## src/rtl/gl_cmd_writer.sv

```systemverilog
// gl_cmd_writer
// Writes a host command stream into an instruction BRAM as a command list.
// Each packet starts with a header whose low byte selects the packet length.
// Packets that would not leave room for a closing JMP are dropped and
// flagged. A JMP closes the list and rewinds the write pointer.
//
// Ports
//   clk        single clock, all outputs registered on its rising edge
//   reset      asynchronous active-high reset
//   cmd_in     command word (header or payload)
//   cmd_valid  cmd_in holds a valid word
//   hold       BRAM port unavailable, nothing accepted while high
//   cmd_ready  word accepted when cmd_valid && cmd_ready
//   bram_we    one-cycle write strobe
//   bram_addr  write address (holds last value)
//   bram_data  write data (holds last value)
//   list_done  one-cycle pulse alongside the JMP write
//   overflow   sticky: a packet was dropped for lack of space
//   busy       a packet is partially received
//
// state   | meaning
// IDLE    | waiting for a header
// PAYLOAD | writing the remaining words of an accepted packet
// DROP    | discarding the remaining words of a packet that did not fit
module gl_cmd_writer #(
  parameter int width      = 32,
  parameter int depth      = 1024,
  parameter int text_start = 0
) (
  input  logic             clk,
  input  logic             reset,
  input  logic [width-1:0] cmd_in,
  input  logic             cmd_valid,
  input  logic             hold,
  output logic             cmd_ready,
  output logic             bram_we,
  output logic [width-1:0] bram_addr,
  output logic [width-1:0] bram_data,
  output logic             list_done,
  output logic             overflow,
  output logic             busy
);

  typedef enum logic [1:0] {IDLE, PAYLOAD, DROP} state_t;

  state_t           state;
  logic [width-1:0] wr_ptr;
  logic [width-1:0] remaining;
  logic [width-1:0] hdr_len;
  logic [width:0]   end_sum;
  logic             accept;
  logic             is_jmp;
  logic             fits;

  assign cmd_ready = ~hold & ~reset;
  assign accept    = cmd_valid & cmd_ready;
  assign is_jmp    = (cmd_in[7:0] == 8'h06);

  always_comb begin
    hdr_len = width'(1);
    case (cmd_in[7:0])
      8'h03, 8'h04:                                    hdr_len = width'(4);
      8'h11, 8'h13, 8'h16, 8'h17, 8'h18, 8'h1A, 8'h1B: hdr_len = width'(17);
      8'h19:                                           hdr_len = width'(5);
      default:                                         hdr_len = width'(1);
    endcase
  end

  // Extra bit keeps the sum from wrapping near the top of the pointer range.
  // The bound is depth-1 so one slot always remains for a closing JMP.
  assign end_sum = {1'b0, wr_ptr} + {1'b0, hdr_len};
  assign fits    = (end_sum <= (width+1)'(depth - 1));

  always_ff @(posedge clk or posedge reset) begin
    if (reset) begin
      state     <= IDLE;
      wr_ptr    <= width'(text_start);
      remaining <= '0;
      bram_we   <= 1'b0;
      bram_addr <= '0;
      bram_data <= '0;
      list_done <= 1'b0;
      overflow  <= 1'b0;
      busy      <= 1'b0;
    end else begin
      bram_we   <= 1'b0;
      list_done <= 1'b0;
      if (accept) begin
        case (state)
          IDLE: begin
            if (is_jmp) begin
              bram_we   <= 1'b1;
              bram_addr <= wr_ptr;
              bram_data <= cmd_in;
              list_done <= 1'b1;
              wr_ptr    <= width'(text_start);
            end else if (fits) begin
              bram_we   <= 1'b1;
              bram_addr <= wr_ptr;
              bram_data <= cmd_in;
              wr_ptr    <= wr_ptr + width'(1);
              if (hdr_len > width'(1)) begin
                remaining <= hdr_len - width'(1);
                state     <= PAYLOAD;
                busy      <= 1'b1;
              end
            end else begin
              overflow <= 1'b1;
              if (hdr_len > width'(1)) begin
                remaining <= hdr_len - width'(1);
                state     <= DROP;
                busy      <= 1'b1;
              end
            end
          end
          PAYLOAD: begin
            bram_we   <= 1'b1;
            bram_addr <= wr_ptr;
            bram_data <= cmd_in;
            wr_ptr    <= wr_ptr + width'(1);
            remaining <= remaining - width'(1);
            if (remaining == width'(1)) begin
              state <= IDLE;
              busy  <= 1'b0;
            end
          end
          DROP: begin
            remaining <= remaining - width'(1);
            if (remaining == width'(1)) begin
              state <= IDLE;
              busy  <= 1'b0;
            end
          end
          default: begin
            state <= IDLE;
            busy  <= 1'b0;
          end
        endcase
      end
    end
  end

endmodule

```

## config.mk

```make
export PLATFORM = sky130hd
export DESIGN_NAME = gl_cmd_writer
export DESIGN_NICKNAME = d
export VERILOG_FILES = /design/src/rtl/gl_cmd_writer.sv
export SDC_FILE = /design/constraint.sdc
export NUM_CORES = 1
export LEC_CHECK = 0
export ABC_AREA = 1
export CORE_MARGIN = 2
export CORE_UTILIZATION = 50
export CTS_BUF_LIST = sky130_fd_sc_hd__clkbuf_4 sky130_fd_sc_hd__clkbuf_8
export CTS_CLUSTER_DIAMETER = 30
export DETAILED_ROUTE_END_ITERATION = 10
export PLACE_DENSITY = 0.74
export SYNTH_ARGS = -nofsm -noshare
export SYNTH_HDL_FRONTEND = slang
export SYNTH_SLANG_ARGS = --single-unit
```

## constraint.sdc

```tcl
create_clock -name clk -period 6.1 [get_ports clk]
set_input_delay 1.22 -clock clk [delete_from_list [all_inputs] [get_ports clk]]
set_output_delay 1.22 -clock clk [all_outputs]
set_load 0.1 [all_outputs]
```

* Yosys cells after proc, flatten, opt, wreduce, memory -nomap -nowiden
Memory sizes are Yosys's and may differ from the RTL's. Index checks and enable logic that the tools add are counted.
Storage, ports and cells: flip-flop bits (word level) 134, ROM bits 96, bits of input ports 36, output and inout port bits 69, logic and storage cells 69, memories 1
Memory list:
- (name not given) | words 32, width 3, rd ports 1, clocked after memory_dff 0, write ports 0, line 61 | case (cmd_in[7:0])
Operators by class: $add $sub $neg 4, order comparisons 2, eq/ne operators 8, muxes and demuxes 30, bitwise gates (word level) 6, reductions and logical operators 9
Operators by type and width (count):
- 32-bit 2-to-1 mux | 9
- 32-bit one-hot mux with 2 select lines | 4
- 32-bit by 1-bit subtractor with 32-bit output, second input constant | 2
- 32-bit by 32-bit adder with 33-bit output | 1
- 33-bit by 10-bit less-or-equal comparator with 1-bit output, second input constant | 1
- 32-bit by 1-bit adder with 32-bit output, second input constant | 1
- 32-bit by 1-bit equality test with 1-bit output, second input constant | 1
- 32-bit by 1-bit greater-than comparator with 1-bit output, second input constant | 1
- 4-bit AND reduction | 3
- 2-bit 2-to-1 mux | 5
- 1-bit 2-to-1 mux | 9
- 8-bit by 3-bit equality test with 1-bit output, second input constant | 1
- 2-bit inequality test, second input constant | 2
- 1-bit inverter | 4
- 1-bit one-hot mux with 2 select lines | 2
- 2-bit one-hot mux with 2 select lines | 1
- 2-bit nonzero test | 2
- 3-bit logical NOT | 1
- 3-bit inequality test, second input constant | 1
- 3-bit AND reduction | 1
- 1-bit bitwise AND | 2
- 2-bit by 1-bit equality test with 1-bit output, second input constant | 1
- 2-bit equality test, second input constant | 1
- 2-bit logical NOT | 1
- other kinds (2) | 2

* Logic depth before layout (Yosys ltp)
depth after elaboration 8, gate-level depth with buffers 29, mapped depth without buffers 26

* Worst setup path before layout
Ideal clock, no wire load.
path kind input-to-reg, start input reset, end register remaining[30], setup time 64 ps, data arrival time 4088 ps, required time 6036 ps, slack 1947 ps, stages on the path 10, path buffers 0, path through nor2_1 nand2_1 inv_2 o211ai_1 clkinv_1 nand4_1 nor2_1 nand3_1 a21oi_1 o21a_1
Between the ends: longest elaborated chain between the ends 4
RTL lines:
- start: declaration | line 31 | input logic reset,
- 1-bit inverter | line 55 | assign cmd_ready = ~hold & ~reset;
- 1-bit bitwise AND | line 55
- 1-bit bitwise AND | line 56 | assign accept = cmd_valid & cmd_ready;
- 4-bit AND reduction (no source line)
- end signal: assignment | line 103 | remaining <= hdr_len - width'(1);
- end signal: assignment | line 110 | remaining <= hdr_len - width'(1);
- end signal: assignment | line 121 | remaining <= remaining - width'(1);
- end: declaration | line 48 | logic [width-1:0] remaining;
Every way passes these cells. A chain may end at the register's enable or synchronous reset.

* Worst setup path after layout
start input cmd_in[1], end register bram_addr[4]
Between the ends: longest elaborated chain between the ends 6, elaborated cells between the ends (all ways) 9, those cells by class add/sub: 1; order compare: 1; eq/ne: 2; mux: 3; reduce/logical: 1; memory: 1
RTL lines:
- start: declaration | line 32 | input logic [width-1:0] cmd_in,
- memory 32 x 3 bit
- 32-bit 2-to-1 mux | line 61
- 32-bit by 32-bit adder with 33-bit output | line 71 | assign end_sum = {1'b0, wr_ptr} + {1'b0, hdr_len};
- 33-bit by 10-bit less-or-equal comparator with 1-bit output | line 72 | assign fits = (end_sum <= (width+1)'(depth - 1));
- 3-bit inequality test (no source line)
- 3-bit AND reduction (no source line)
- end signal: assignment | line 93 | bram_addr <= wr_ptr;
- end signal: assignment | line 99 | bram_addr <= wr_ptr;
- end signal: assignment | line 118 | bram_addr <= wr_ptr;
- end: declaration | line 37 | output logic [width-1:0] bram_addr,
Parallel ways exist; a longest one is shown, timed or not.

==> impl_metrics.ini <==
[outcome]
status = finished clean

[logic_synthesis]
synth_nets = 1127
syn_area_per_cell_um2 = 7.242
netlist_area_um2 = 7829
yosysSeqAreaShare_pct = 42.83
yosys_warnings = 0
ys_ff_latch = 134
synth_cell_types = 37
postSynthCellCount = 1081

[sta]
max_clock_freq_mhz = 197.1
hold_ws_ps = 471.2
fin_crit_sh_pct = 83.16
setup_tns_ps = 0
worst_pin_slew_ps = 1030
hold_viol_final = 0
clock_skew_ps = 12.70
layout_setup_ws_ps = 1027
fin_crit_ps = 5073
drv_slew = 0
finalSetupViolCount = 0
maxSlewHeadroom_pct = 31.32
rsz0062_at_grt = false

[final_layout]
final_core_util_pct = 61.21
n_antenna_cell = 0
finalInstanceArea_um2 = 9339
syn_to_final_growth_pct = 19.29
fin_nets = 1199
drive_gt1_share_pct = 4.974
layout_commonest_cell = nand2_1
final_cell_mix = nand2_1, nand3_1, dfrtp_1
fill_cells = 1413

[pwr]
ir_worst_vdd_mv = 0.2995
powerDensity_nw_per_um2 = 523.1
p_leak_uw = 0.004484

[global_route]
grt_max_degree = 99
antenna_found_initial = 0
grt_pass1_vias = 6705
grt_overflow_total = 0
grt.total_usage_pct = 25.30
grt_pass1_wl_um = 33850

[critical_path]
setup.worst_path.class = in -> reg
rr_worst_depth = 21
slowest_stage = buf_4
crit_arrival_ps = 5460
cp-start-kind = primary input
crit_family = simple AND/OR/NAND/NOR gates
cp-end-kind = flop
crit_path_max_incr_delay_ps = 720
reg2reg_from = wr_ptr[0]
r2r_end = bram_addr[4]
critPathRequiredTime_ps = 6490
path_buf_inv = 4
r2r_slack_ps = 2320
path_max_fanout = 96
crit_top_cell = nand2_1

[placement]
place.gp.congestion = 0.9883
dp_slack_ps = 620.3
portBuffers = 104
hpwl_um = 13650
dpl_cell_area_um2 = 8890

[routing]
vias_per_cell = 5.247
initialDrtViolationCount = 604
drtPass1Iterations = 5
drc = 0
wl_per_cell_um = 14.74
drt_wl_total_um = 20300
vias = 7225
ant_nets = 0

[worst_hold_path]
min_from = bram_addr[8]
hold_end = bram_addr[8]
hp-class = reg -> reg
hold_depth = 2

[clocking]
path_clk_slew_ps = 80
cts_setup_buffers = 0
cts-resized-gates = 0
clock_path_buffers = 2
cts-root-buf = clkbuf_8
cts_buffers = 17
clkSinkCount = 134
cts_hold_buf = 0
insertion_delay_ps = 460
cts_max_level = 4
cts_tree = built

[die]
io_pins = 105
initial_core_util_pct = 51.31
row_count = 45
fp.dieArea_um2 = 16670
die_w_um = 129.1
core_area_um2 = 15260
die_y_um = 129.1

[run]
drv_cap = 0
==> synthesized netlist by cell type <==
| cell | instances | share of area, % |
|---|---|---|
| clkbuf_1 | 26 | 1.2 |
| buf_6 | 6 | 0.86 |
| nand2_2 | 4 | 0.32 |
| nor3_4 | 1 | 0.21 |
| o21a_1 | 4 | 0.38 |
| o21bai_1 | 2 | 0.19 |
| ha_1 | 10 | 1.6 |
| nand3_2 | 1 | 0.13 |
| xor2_1 | 28 | 3.1 |
| a21oi_1 | 58 | 3.7 |
| xnor2_1 | 8 | 0.90 |
| nor2_2 | 1 | 0.080 |
| a2bb2oi_1 | 3 | 0.34 |
| nand2_4 | 2 | 0.29 |
| a21o_1 | 1 | 0.096 |
| o21ai_0 | 28 | 1.8 |
| buf_4 | 5 | 0.48 |
| a31oi_1 | 1 | 0.080 |
| o211ai_1 | 1 | 0.096 |
| inv_1 | 101 | 4.8 |
| a21oi_2 | 1 | 0.11 |
| nor2_1 | 98 | 4.7 |
| clkinv_1 | 1 | 0.048 |
| o311ai_0 | 1 | 0.11 |
| o22ai_1 | 11 | 0.88 |
| inv_2 | 4 | 0.19 |
| nand4_1 | 22 | 1.8 |
| or2_2 | 3 | 0.24 |
| nor4_2 | 1 | 0.16 |
| nor3b_1 | 1 | 0.096 |
| a22oi_1 | 8 | 0.77 |
| dfrtp_1 | 134 | 43 |
| nand2_1 | 315 | 15 |
| nand3_1 | 146 | 9.3 |
| nor3_1 | 17 | 1.1 |
| nor4_1 | 6 | 0.48 |
| buf_2 | 21 | 1.3 |
==> worst register-to-register path, stage by stage (launching register included) <==
cell	delay [ps]
dfrtp_1	480
ha_1	220
ha_1	140
nand2_1	50
nand2_1	50
nand2_1	40
nand2_1	160
inv_1	70
nor2_2	410
nand2_1	100
nand2_1	80
nand2_1	50
nor2_1	160
nand3_1	90
nor2_1	140
nand3_2	130
nand2_2	90
nand2_2	80
nand2_4	80
buf_4	720
nand3_1	250
nand2_1	140
==> flip-flops by register name (all words and copies together) (netlist names) <==
signal / count
bram_data: 32
remaining: 32
wr_ptr: 32
bram_we: 1
state: 2
list_done: 1
busy: 1
overflow: 1
bram_addr: 32
==> worst max path at each step <==
stage,from,endpoint,slack (ps),cells after the start
finish,cmd_in[1],bram_addr[4],1030,27
global route,cmd_in[1],bram_addr[30],530,26
CTS,cmd_in[1],bram_addr[30],1070,27
detailed placement,cmd_in[1],bram_addr[30],620,27
global placement,cmd_in[2],bram_addr[30],670,26
floorplan,reset,bram_addr[0],1300,1
==> power by group <==
part | total, uW | leakage, uW | internal (uW) | switching [uW]
Combinational | 2540 | 0.00251 | 641 | 1900
Clock | 837 | 0.000218 | 466 | 370
Sequential | 1510 | 0.00176 | 1190 | 316
Total | 4890 | 0.00448 | 2300 | 2590
==> through the flow <==
step | power [uW] | std cells
2_1_floorplan | 3494 | 1081
3_3_place_gp | 4027 | 1345
3_5_place_dp | 4054 | 1345
4_1_cts | 4896 | 1377
5_1_grt | 5202 | 1377
6_report | 4886 | 1377
==> metal layers <==
layer,routed length (um),vias to the layer above,track usage (%)
met5,0,-,0
met4,198,0,6.586
met3,1094,19,4.666
met2,8976,221,37.93
met1,10030,3342,37.83
li1,-,3643,-
==> logic make-up after synthesis <==
group / Yosys count / share of synthesized area [%]
buf+inv: 164 / 9.014
xor+xnor: 36 / 4.028
fa+ha+maj: 10 / 1.598
compound gates: 119 / 8.551
simple gates: 618 / 33.98
flops: 134 / 42.83
==> cell type report <==
type | instances | area, um2 | share of cell area, %
clock buffers | 23 | 310.3 | 3.323
clock inverters | 9 | 138.9 | 1.487
inverters | 106 | 404.1 | 4.327
multi-input cells | 783 | 3775 | 40.42
flip-flops and latches | 134 | 3353 | 35.91
well taps | 211 | 264.0 | 2.827
repair buffers | 111 | 1094 | 11.71
Note: power is estimated with default switching activity, not from simulation.
